--- config.mk ---
export PLATFORM = sky130hd
export DESIGN_NAME = serial_comparator
export DESIGN_NICKNAME = d
export VERILOG_FILES = /design/src/rtl/comparator_pkg.sv /design/src/rtl/comparator_1bit.sv /design/src/rtl/serial_comparator.sv
export SDC_FILE = /design/constraint.sdc
export NUM_CORES = 1
export LEC_CHECK = 0
export BUFFER_PORTS_ARGS = -buffer_cell sky130_fd_sc_hd__buf_2
export CAP_MARGIN = 10
export CORE_UTILIZATION = 25
export CTS_CLUSTER_DIAMETER = 200
export DETAILED_ROUTE_END_ITERATION = 12
export HOLD_SLACK_MARGIN = 0.08
export PLACE_DENSITY = 0.47
export SLEW_MARGIN = 20
export SYNTH_ARGS = -nofsm -noshare
export SYNTH_HDL_FRONTEND = slang
export SYNTH_SLANG_ARGS = --single-unit
--- constraint.sdc ---
create_clock -name clk -period 1.8 [get_ports clk]
set_input_delay 0.09 -clock clk [delete_from_list [all_inputs] [get_ports clk]]
set_output_delay 0.09 -clock clk [all_outputs]
set_load 0.05 [all_outputs]
--- src/rtl/comparator_pkg.sv ---
// Shared types for the serial comparator: FSM states, result encodings and
// the counter-width helper.
package comparator_pkg;

   typedef enum logic [1:0] {
      IDLE  = 2'd0,
      SHIFT = 2'd1,
      DONE  = 2'd2
   } state_t;

   localparam logic [1:0] RES_UNDEC = 2'd0;
   localparam logic [1:0] RES_LT    = 2'd1;
   localparam logic [1:0] RES_EQ    = 2'd2;
   localparam logic [1:0] RES_GT    = 2'd3;

   // Counter width: ceil(log2(w)), but never narrower than one bit.
   function automatic int cnt_width(input int w);
      return (w <= 1) ? 1 : $clog2(w);
   endfunction

endpackage

--- src/rtl/comparator_1bit.sv ---
// Combinational magnitude compare of one a/b bit pair.
// Zero latency, no flow control.
module comparator_1bit (
   input  logic a_bit,
   input  logic b_bit,
   output logic lt,
   output logic eq,
   output logic gt
);

   assign lt = ~a_bit &  b_bit;
   assign gt =  a_bit & ~b_bit;
   assign eq = ~(a_bit ^ b_bit);

endmodule

--- src/rtl/serial_comparator.sv ---
// MSB-first serial compare of two WIDTH-bit operands; done pulses WIDTH+1 cycles
// after start when bit_valid stays high, and bit_valid low simply stalls SHIFT.
module serial_comparator
   import comparator_pkg::*;
#(
   parameter int WIDTH = 3
) (
   input  logic clk,
   input  logic rst,
   input  logic start,
   input  logic bit_valid,
   input  logic a_bit,
   input  logic b_bit,
   output logic busy,
   output logic done,
   output logic lt,
   output logic eq,
   output logic gt
);

   localparam int CW = cnt_width(WIDTH);

   state_t        state;
   logic [CW-1:0] cnt;
   logic [1:0]    decision;
   logic          c_lt;
   logic          c_eq;
   logic          c_gt;
   logic [1:0]    bit_res;
   logic [1:0]    final_res;

   comparator_1bit u_cell (
      .a_bit (a_bit),
      .b_bit (b_bit),
      .lt    (c_lt),
      .eq    (c_eq),
      .gt    (c_gt)
   );

   // The last consumed pair can still decide when all earlier pairs were equal.
   always_comb begin
      bit_res   = c_eq ? RES_EQ : (c_gt ? RES_GT : RES_LT);
      final_res = (decision != RES_UNDEC) ? decision : bit_res;
   end

   always_ff @(posedge clk) begin
      if (rst) begin
         state    <= IDLE;
         cnt      <= '0;
         decision <= RES_UNDEC;
         busy     <= 1'b0;
         done     <= 1'b0;
         lt       <= 1'b0;
         eq       <= 1'b0;
         gt       <= 1'b0;
      end else begin
         case (state)
            IDLE, DONE: begin
               done <= 1'b0;
               if (start) begin
                  state    <= SHIFT;
                  cnt      <= CW'(WIDTH - 1);
                  decision <= RES_UNDEC;
                  busy     <= 1'b1;
                  lt       <= 1'b0;
                  eq       <= 1'b0;
                  gt       <= 1'b0;
               end else begin
                  state <= IDLE;
               end
            end
            SHIFT: begin
               if (bit_valid) begin
                  if (decision == RES_UNDEC && !c_eq)
                     decision <= bit_res;
                  if (cnt == '0) begin
                     state <= DONE;
                     busy  <= 1'b0;
                     done  <= 1'b1;
                     lt    <= (final_res == RES_LT);
                     eq    <= (final_res == RES_EQ);
                     gt    <= (final_res == RES_GT);
                  end else begin
                     cnt <= cnt - 1'b1;
                  end
               end
            end
            default: begin
               state <= IDLE;
               busy  <= 1'b0;
               done  <= 1'b0;
            end
         endcase
      end
   end

endmodule

==> metrics.cfg <==
[grt]
gr-total-overflow=0
grt_use_total_pct=9.77
grt_pass1_wl_mm=1.75
first_global_vias=404
antenna_found_initial=0
grt_max_degree=16

[synthesis]
synth_cell_types=26
yosysTopAreaCell=dfxtp_1
ys_seq_area_share_pct=38.9
yosys.area.top_type_share_pct=38.9
synthesis.area_um2=567
ys_seq_elements=11
netlist_top_cells_area=dfxtp_1 (39%), ha_1 (6.6%), a21oi_1 (4.4%)
synth_cells=60
syn-num-nets=69
ys_warn_count=0
syn_avg_cell_area_um2=9.45

[sta]
hold_viol=0
setup_slack_ns=0.419
slew_viol_final=0
fmaxAchievable_ghz=0.724
tns_ns=0
period_minus_slack_ns=1.38
clock_skew_ns=0.00253
max_slew_margin_pct=82.4
setup_viol=0
tightest_slew_ns=0.264
fin_crit_sh_pct=76.7
hold-worst-slack_ns=0.168
rsz0062_at_grt=false

[placed_design]
portBuffers=10
pre_cts_slack_ns=0.436
place_congestion=0.723
placed_area_um2=646
place_inst=96
hpwlAfterDp_um=791

[layout]
final_nets=83
nFillCells=234
fin_util_pct=32.9
synthToLayoutAreaGrowth_pct=18.5
instances_no_fill=100
drive_gt1_share_pct=24.7
antenna_cells=0
design_area_um2=672

[route]
drc=0
drtAntennaViolNets=0
routed_wl_mm=1.06
via_per_inst=4.66
drt-wirelength-per-cell_um=10.6
via_count=466
firstDrtPassIters=2
drt_iter0_drc=2

[clock_network]
cts_root_buf=clkbuf_4
post-cts-setup-buffer-count=0
clockBufferDepth=2
cts_resized=0
ctsHoldBuffers=0
numCtsBuffers=3
clock_sinks=11
clk_latency_ns=0.26
cts_tree=yes
ctsHtreeMaxLevel=1
path_clk_slew_ns=0.07

[worst_setup_path]
slowest_stage=dfxtp_1
path_cells=inv_1, ha_1, nand4bb_2, a221o_1, o31ai_1
cp-start-kind=flip-flop
critical_path_buf_inv_count=1
arrival_ns=1.56
cp-end-kind=flip-flop
crit_type=flip-flop to flip-flop
crit_fanout=4
cp_top_family=compound AO/OA/AOI/OAI gates
crit_required_ns=1.98
crit_path_max_incr_delay_ns=0.33

[pwr]
clockPowerShare_pct=30.4
sw_frac_of_total_pct=29.1
powerDensity_mw_per_mm2=808
p_seq_share_pct=49.7
power_frac_comb_pct=19.9
ir_drop_mv=0.326
cellLeakagePower_nw=0.281
power.switching_mw=0.158
power.internal_mw=0.385
total_power_mw=0.543

[floorplanning]
start_util_pct=27.8
die_w_um=49.6
core_area_mm2=0.00204
die_area_mm2=0.00246
die_h_um=49.6
ios=11
rows=16

[run_status]
outcome=finished, final reports clean

[flow_run]
drv_cap=0

[hold_path]
min_path_type=input pin to flip-flop

[area by class of cell]
class / instances / area [um^2] / share of cell area, %
clock buffer: 4 / 26.3 / 3.91
inverter: 4 / 15.0 / 2.23
multi-input combinational: 44 / 327 / 48.6
sequential: 11 / 220 / 32.8
tap: 27 / 33.8 / 5.03
timing repair buffer: 10 / 50.0 / 7.45
[layer usage]
metal  track usage [%]  vias up  share of wire (%)
met5                 0        -                  0
met4              5.71        0                  0
met2              12.2        8                 42
met3              3.70        0                3.6
li1                  -      247                  -
met1              13.8      211                 54
[final timing paths]
kind	depth (start not counted)	start	end	slack (ns)
max reg2reg	5	cnt[0]	cnt[1]	0.42
max	5	cnt[0]	cnt[1]	0.42
min reg2reg	2	gt	gt	0.47
min	2	rst	state[0]	0.17
[placed cells by master (no fill, tap or decap), types with 2 or more instances in the layout]
cell type  Yosys  final
nand2_1        5      5
nor4_1         2      2
ha_1           3      3
nand2b_1       3      3
inv_1          4      4
clkbuf_4       0      3
a211oi_1       2      2
dfxtp_1       11     11
a21oi_1        5      5
nor2b_1        3      3
nor2_1         4      4
buf_2          1     10
nor3_1         2      2
a22o_1         2      2
[cell families (layout without fill, tap and decap cells)]
logic type / count (synthesis) / in the layout / synth area share, %
flops: 11 / 11 / 38.9
fa+ha+maj: 3 / 3 / 6.62
simple gates: 25 / 25 / 28.3
mux: 1 / 1 / 1.77
compound gates: 15 / 15 / 21.0
buf+inv: 5 / 18 / 3.53
[sequential cells by signal, indices dropped and copies added (netlist names)]
name / cells
cnt: 2
eq: 1
done: 1
decision: 2
lt: 1
state: 2
gt: 1
busy: 1
[power groups by stage]
stage	logic [mW]	clock network [mW]	registers, mW
after global placement	0.110	0	0.275
after global routing	0.117	0.189	0.271
after detailed placement	0.109	0	0.275
final	0.108	0.165	0.270
after CTS	0.109	0.172	0.270
after floorplan	0.0653	0	0.292
[synthesized netlist by cell type (all sizes together)]
cell type	n
nor3	2
nand3b	1
dfxtp	11
a221o	1
o211ai	1
o41ai	1
nor2b	3
nand2b	4
ha	3
a22o	2
a211oi	3
o31ai	1
o21bai	1
nand4bb	1
a21oi	5
nor2	4
nand2	5
nand3	1
mux2i	1
buf	1
inv	4
nand4b	2
nor4	2
No activity file was read; power rests on OpenSTA's default activity.
